### src/rtl/ram_arb2_pkg.sv
// Shared defaults and encodings for the two-port RAM arbiter / clear sequencer.
package ram_arb2_pkg;

    localparam int unsigned AW_DEF = 8;
    localparam int unsigned DW_DEF = 32;
    localparam logic [DW_DEF-1:0] CLR_VAL_DEF = '0;

    typedef enum logic {
        CLEAR,
        RUN
    } state_t;

    typedef enum logic {
        PRI_A,
        PRI_B
    } pri_t;

endpackage

### src/rtl/rr_arb2.sv
// Two-input round-robin grant; priority moves to the loser only when both request.
module rr_arb2
    import ram_arb2_pkg::*;
(
    input  logic clk,
    input  logic rst,
    input  logic en,
    input  logic req_a,
    input  logic req_b,
    output logic gnt_a,
    output logic gnt_b
);

    pri_t pri;
    logic conflict;

    always_comb begin
        conflict = en & req_a & req_b;
        gnt_a    = en & req_a & (~req_b | (pri == PRI_A));
        gnt_b    = en & req_b & (~req_a | (pri == PRI_B));
    end

    always_ff @(posedge clk or negedge rst) begin
        if (!rst) begin
            pri <= PRI_A;
        end else if (conflict) begin
            pri <= (pri == PRI_A) ? PRI_B : PRI_A;
        end
    end

endmodule

### src/rtl/ram_arb2.sv
// Arbiter and clear sequencer for a 1R/1W synchronous RAM shared by requesters A and B.
module ram_arb2
    import ram_arb2_pkg::*;
#(
    parameter int unsigned     AW      = AW_DEF,
    parameter int unsigned     DW      = DW_DEF,
    parameter logic [DW-1:0]   CLR_VAL = DW'(CLR_VAL_DEF)
) (
    input  logic          clk,
    input  logic          rst,
    input  logic          clr,
    output logic          busy,
    input  logic          a_valid,
    input  logic          b_valid,
    output logic          a_ready,
    output logic          b_ready,
    input  logic          a_we,
    input  logic          b_we,
    input  logic [AW-1:0] a_addr,
    input  logic [AW-1:0] b_addr,
    input  logic [DW-1:0] a_wdata,
    input  logic [DW-1:0] b_wdata,
    output logic          a_rvalid,
    output logic          b_rvalid,
    output logic [DW-1:0] rdata,
    output logic [AW-1:0] ram_raddr,
    input  logic [DW-1:0] ram_rd,
    output logic [AW-1:0] ram_waddr,
    output logic [DW-1:0] ram_wr,
    output logic          ram_we
);

    state_t        state;
    logic [AW-1:0] cnt;
    logic [AW-1:0] raddr_q;
    logic          fwd_q;
    logic [DW-1:0] fwd_data_q;

    logic          run;
    logic          gnt_ra, gnt_rb, gnt_wa, gnt_wb;
    logic          rd_any, wr_any, fwd;
    logic [AW-1:0] rd_addr, wr_addr;
    logic [DW-1:0] wr_data;

    assign run = (state == RUN);

    rr_arb2 u_rd_arb (
        .clk   (clk),
        .rst   (rst),
        .en    (run),
        .req_a (a_valid & ~a_we),
        .req_b (b_valid & ~b_we),
        .gnt_a (gnt_ra),
        .gnt_b (gnt_rb)
    );

    rr_arb2 u_wr_arb (
        .clk   (clk),
        .rst   (rst),
        .en    (run),
        .req_a (a_valid & a_we),
        .req_b (b_valid & b_we),
        .gnt_a (gnt_wa),
        .gnt_b (gnt_wb)
    );

    always_comb begin
        rd_any  = gnt_ra | gnt_rb;
        wr_any  = gnt_wa | gnt_wb;
        rd_addr = gnt_ra ? a_addr : b_addr;
        wr_addr = gnt_wa ? a_addr : b_addr;
        wr_data = gnt_wa ? a_wdata : b_wdata;
        // RAM reads the old word on a same-address collision, so bypass the write data.
        fwd     = rd_any & wr_any & (rd_addr == wr_addr);

        a_ready   = gnt_ra | gnt_wa;
        b_ready   = gnt_rb | gnt_wb;
        busy      = (state == CLEAR);
        ram_we    = ~run | wr_any;
        ram_waddr = run ? wr_addr : cnt;
        ram_wr    = run ? wr_data : CLR_VAL;
        ram_raddr = rd_any ? rd_addr : raddr_q;
        rdata     = fwd_q ? fwd_data_q : ((a_rvalid | b_rvalid) ? ram_rd : '0);
    end

    always_ff @(posedge clk or negedge rst) begin
        if (!rst) begin
            state      <= CLEAR;
            cnt        <= '0;
            raddr_q    <= '0;
            a_rvalid   <= 1'b0;
            b_rvalid   <= 1'b0;
            fwd_q      <= 1'b0;
            fwd_data_q <= '0;
        end else begin
            a_rvalid <= gnt_ra;
            b_rvalid <= gnt_rb;
            fwd_q    <= fwd;
            if (fwd) begin
                fwd_data_q <= wr_data;
            end
            if (rd_any) begin
                raddr_q <= rd_addr;
            end
            case (state)
                CLEAR: begin
                    cnt <= cnt + 1'b1;
                    if (cnt == '1) begin
                        state <= RUN;
                    end
                end
                RUN: begin
                    if (clr) begin
                        state <= CLEAR;
                        cnt   <= '0;
                    end
                end
                default: state <= CLEAR;
            endcase
        end
    end

endmodule

### config.mk
export PLATFORM = sky130hd
export DESIGN_NAME = ram_arb2
export DESIGN_NICKNAME = d
export VERILOG_FILES = /design/src/rtl/ram_arb2_pkg.sv /design/src/rtl/rr_arb2.sv /design/src/rtl/ram_arb2.sv
export SDC_FILE = /design/constraint.sdc
export NUM_CORES = 1
export LEC_CHECK = 0
export BUFFER_PORTS_ARGS = -buffer_cell sky130_fd_sc_hd__buf_2
export CORE_MARGIN = 3
export CORE_UTILIZATION = 40
export DETAILED_ROUTE_END_ITERATION = 6
export GPL_TIMING_DRIVEN = 0
export PLACE_DENSITY_LB_ADDON = 0.12
export SYNTH_ARGS = -nofsm -noshare
export SYNTH_HDL_FRONTEND = slang
export SYNTH_SLANG_ARGS = --single-unit
### constraint.sdc
create_clock -name clk -period 1.3 [get_ports clk]
set_input_delay 0.13 -clock clk [delete_from_list [all_inputs] [get_ports clk]]
set_output_delay 0.13 -clock clk [all_outputs]
set_load 0.05 [all_outputs]
==> results of run 1 <==
==> metal layers <==
layer  GRT overflow  GRT usage
met5              0    0.04615
met4            178      1.056
met3              2     0.6767
met2            406      1.159
met1              0     0.8313
==> cells in the mapped netlist, types with 2 or more instances <==
library cell   n
mux2i_1       49
dfrtp_1       54
nor2_1        48
clkbuf_1      12
a21oi_1       46
buf_4          5
nand3_1        8
a22o_1        32
a21oi_2       29
and3_1         2
buf_6          2
xnor2_1        6
buf_2          8
buf_12         3
buf_1          2
nand2_1       17
nor3_1         3
xor2_1         6
o21ai_0       12
inv_1          2
==> cells by family after synthesis <==
kind of cell,count (synthesis),share of synthesized area
flops,54,0.3850
fa+ha+maj,1,0.003564
xor+xnor,12,0.02995
buf+inv,35,0.06382
mux,49,0.1398
simple gates,87,0.1162
compound gates,129,0.2617
==> metrics by stage <==
| stage | area, µm² | setup TNS, ns |
|---|---|---|
| floorplan | 4362 | -24.99 |
| global placement | 5504 | -46.84 |
| detailed placement | 5504 | -51.09 |
| CTS | 7371 | -57.16 |
==> timing repair <==
item / in CTS
resized for setup: 264
cloned: 9
pin swaps: 10
setup buffers: 49
setup endpoints to repair: 135
hold buffers: 0
==> flow_metrics.py, run 1 <==
metrics = {
    "placement": {
        "placed_cells_incl_taps": 674,
        "post-place-ws_ns": -0.6105,
        "dp_hpwl_um": 8867,
        "place_congestion": 0.8399,
        "port_buffers": 202,
    },
    "floorplanning": {
        "dieWidth_um": 99.67,
        "die_y_um": 99.67,
        "start_util": 0.4187,
        "ioPinCount": 205,
        "num_rows": 33,
    },
    "synthesis": {
        "syn_nets": 487,
        "avgSynthCellArea_um2": 9.563,
        "synth_area_leader_cell": "dfrtp_1",
        "synthArstFlopShare": 1.000,
        "ys_warn_count": 0,
        "ys_seq_area_frac": 0.3850,
        "netlist.area_leader.share": 0.3850,
        "syn_area_um2": 3510,
        "yosysUniqueCellTypes": 41,
        "ys_ff_latch": 54,
        "synth_edf_count": 0,
        "synth_ff_type": "dfrtp_1",
        "netlist_instances": 367,
        "synth_area_leaders": "dfrtp_1 (39%), mux2i_1 (14%), a22o_1 (8.0%)",
    },
    "run_status": {
        "haltStage": "5_1_grt",
        "run_status": "stopped before the end",
        "error_line": "[ERROR GRT-0232] Routing congestion too high. Check the congestion heatmap in the GUI.",
    },
    "global_route": {
        "antenna_found_initial": 1,
        "grt_overflow_total": 586,
        "grt_max_degree": 55,
        "grt_util_all_layers": 0.9020,
    },
    "timing": {
        "worst-ep-kind": "top-level output",
        "grt-worst-endpoint": "ram_wr[10]",
    },
    "cts": {
        "cts_root_buf": "clkbuf_8",
        "cts_max_level": 2,
        "clock_sinks": 54,
        "numCtsBuffers": 5,
        "cts_max_path_buffers": 2,
    },
}
==> run 2, diff against run 1 <==
Settings changed: PLACE_DENSITY_LB_ADDON 0.12 to 0.15.
Clock period 1.3 ns to 1.7 ns, I/O delays scaled along.
==> flow_metrics.py, run 2 <==
metrics = {
    "route": {
        "top_layer": "met4",
        "routed_wl_um": 15600,
        "ant_nets": 0,
        "drtPass1Iterations": 4,
        "route.vias.total": 4218,
        "drt_iter0_drc": 147,
        "dr_wl_met3_um": 795,
        "drc": 0,
        "wl_met2_um": 8822,
        "wirelength_met1_um": 5635,
        "wl_per_cell_um": 20.80,
        "via_per_inst": 5.624,
    },
    "synthesis": {
        "netlist_instances": 367,
        "syn_nets": 487,
        "synthArstFlopShare": 1.000,
        "synth_ff_type": "dfrtp_1",
        "syn_area_um2": 3510,
        "netlist.area_leader.share": 0.3850,
        "yosysUniqueCellTypes": 41,
        "synth_area_leaders": "dfrtp_1 (39%), mux2i_1 (14%), a22o_1 (8.0%)",
        "synth_area_leader_cell": "dfrtp_1",
        "synth_most_common_cell": "dfrtp_1",
        "ys_seq_area_frac": 0.3850,
        "synth_edf_count": 0,
        "ys_ff_latch": 54,
        "ys_warn_count": 0,
        "yosys-top-cells-count": "dfrtp_1 (54), mux2i_1 (49), nor2_1 (48)",
        "avgSynthCellArea_um2": 9.563,
    },
    "critical_path": {
        "ff2ff_path_depth": 9,
        "crit_cells": 7,
        "slowest_delay_ns": 0.39,
        "cp.buffers_inverters": 3,
        "path_cells": "and3_4 > and2_4 > buf_4 > clkbuf_16 > mux2i_4 > nor2_4 > buf_6",
        "worstPathRequired_ns": 1.53,
        "cp_top_family": "buffers and inverters",
        "reg2reg_to": "fwd_data_q[3]$_DFFE_PN0P_",
        "end_kind": "primary output",
        "crit_type": "flop to primary output",
        "cp_slowest_cell": "dfrtp_1",
        "rrSetupSlack_ns": -0.18,
        "startpoint_type": "flop",
        "r2r_start": "run$_DFF_PN0_",
        "critPathArrivalTime_ns": 1.89,
        "critPathMaxFanout": 5,
    },
    "floorplanning": {
        "dieWidth_um": 99.67,
        "num_rows": 33,
        "core_area_um2": 8382,
        "start_util": 0.4187,
        "die-area_um2": 9934,
        "die_y_um": 99.67,
        "ioPinCount": 205,
    },
    "cells_and_area": {
        "largest_reg_flops": 32,
        "drive_gt1_frac": 0.7442,
        "fin_area_um2": 7267,
        "final_cell_mix": "buf_2 (126), buf_6 (86), dfrtp_1 (51)",
        "area_growth_pct": 107.1,
        "top_register": "fwd_data_q",
        "diodes": 0,
        "final_common_cell": "buf_2",
        "finalNetCount": 765,
        "reg.largest.list": "fwd_data_q x32, cnt x8, raddr_q x8",
        "final_cells": 750,
    },
    "global_route": {
        "grt_overflow_total": 0,
        "grt_util_all_layers": 0.2410,
        "grt_pass1_vias": 3913,
        "antenna_found_initial": 0,
        "grt_max_degree": 55,
        "grt_pass1_wl_um": 19280,
    },
    "timing": {
        "rsz0062_at_grt": "yes",
        "fmax_ghz": 0.4865,
        "fin_crit_ns": 2.055,
        "skew_ns": 0.01130,
        "setup_viol": 114,
        "min_period_over_period": 1.209,
        "maxSlewHeadroom": 0.1612,
        "setup_ws_ns": -0.3553,
        "worst_pin_slew_ns": 1.258,
        "slew_violations": 0,
        "hold_viol_final": 0,
        "fin_hold_ws_ns": 0.07572,
    },
    "cts": {
        "cts_tree": "yes",
        "numCtsBuffers": 5,
        "cts_max_path_buffers": 2,
        "clock_latency_ns": 0.31,
        "clock_sinks": 54,
        "cts_root_buf": "clkbuf_8",
        "cts_hold_buf": 0,
        "cts_max_level": 2,
        "cts.clk_slew.worst_paths_ns": 0.09,
    },
    "pwr": {
        "leakagePower_nw": 3.241,
        "power.density_nw_per_um2": 655.2,
        "ir_drop_uv": 844.2,
    },
    "placement": {
        "placed_cells_incl_taps": 674,
        "dp_hpwl_um": 8638,
        "place_congestion": 0.8629,
        "post-place-ws_ns": -0.4130,
        "port_buffers": 202,
        "placed_area_um2": 5002,
    },
    "min_path": {
        "hold_path_startpoint": "b_we",
        "min_path_type": "input port to flop",
        "holdPathStages": 2,
        "min_to": "b_rvalid$_DFF_PN0_",
    },
    "flow_run": {
        "maxCapViolCount": 0,
    },
    "run_status": {
        "failed_checks": "setup timing",
        "run_status": "finished with violations",
    },
}
## run 2: where the power goes
part | internal, mW | switching (mW)
registers | 1.47 | 0.165
logic | 0.887 | 1.34
clock network | 0.472 | 0.426
## run 2: worst max-delay path by stage
stage	start	to	slack, ns
floorplan	run$_DFF_PN0_	raddr_q[5]$_DFF_PN0_	-0.21
global placement	run$_DFF_PN0_	ram_wr[31]	-0.31
detailed placement	run$_DFF_PN0_	ram_wr[31]	-0.41
CTS	run$_DFF_PN0_	ram_wr[20]	-0.38
global route	run$_DFF_PN0_	ram_wr[13]	-0.42
finish	run$_DFF_PN0_	ram_wr[13]	-0.36
## run 2: what timing repair did
item,in CTS,in global routing
pin swaps,10,19
resized for setup,259,89
setup buffers,11,52
gates cloned,3,10
setup endpoints to repair,114,112
## run 2: area by class of cell
| type | count | area (µm²) |
|---|---|---|
| Clock inverter | 1 | 30.03 |
| Tap cell | 105 | 131.4 |
| Sequential cell | 54 | 1355 |
| Multi-Input combinational cell | 278 | 2917 |
| Clock buffer | 6 | 82.58 |
| Timing Repair Buffer | 274 | 2377 |
| Inverter | 3 | 16.27 |
| Buffer | 29 | 357.8 |
| Fill cell | 388 | 1115 |
## run 2: stage by stage
| step | TNS [ns] | util | total power [mW] |
|---|---|---|---|
| 6_report | -20.11 | 0.8670 | 4.761 |
| 5_1_grt | -25.76 | 0.8670 | 4.953 |
| 4_1_cts | -14.32 | 0.7532 | 4.616 |
| 3_5_place_dp | -26.44 | 0.5968 | 3.350 |
| 3_3_place_gp | -17.78 | 0.5968 | 3.306 |
| 2_1_floorplan | -2.776 | - | 2.866 |
## run 2: cells by family (layout without fill, tap and decap cells)
group,Yosys count,count (layout),share of synthesized area
buf+inv,35,313,0.06382
fa+ha+maj,1,1,0.003564
flops,54,54,0.3850
mux,49,49,0.1398
xor+xnor,12,12,0.02995
compound gates,129,129,0.2617
simple gates,87,87,0.1162
## run 2: layer usage
metal	global-route usage	vias to the layer above
li1	-	1893
met1	0.2790	2112
met2	0.4551	182
met3	0.03717	31
met4	0.06723	0
met5	0	-
(Power assumes the default switching activity.)
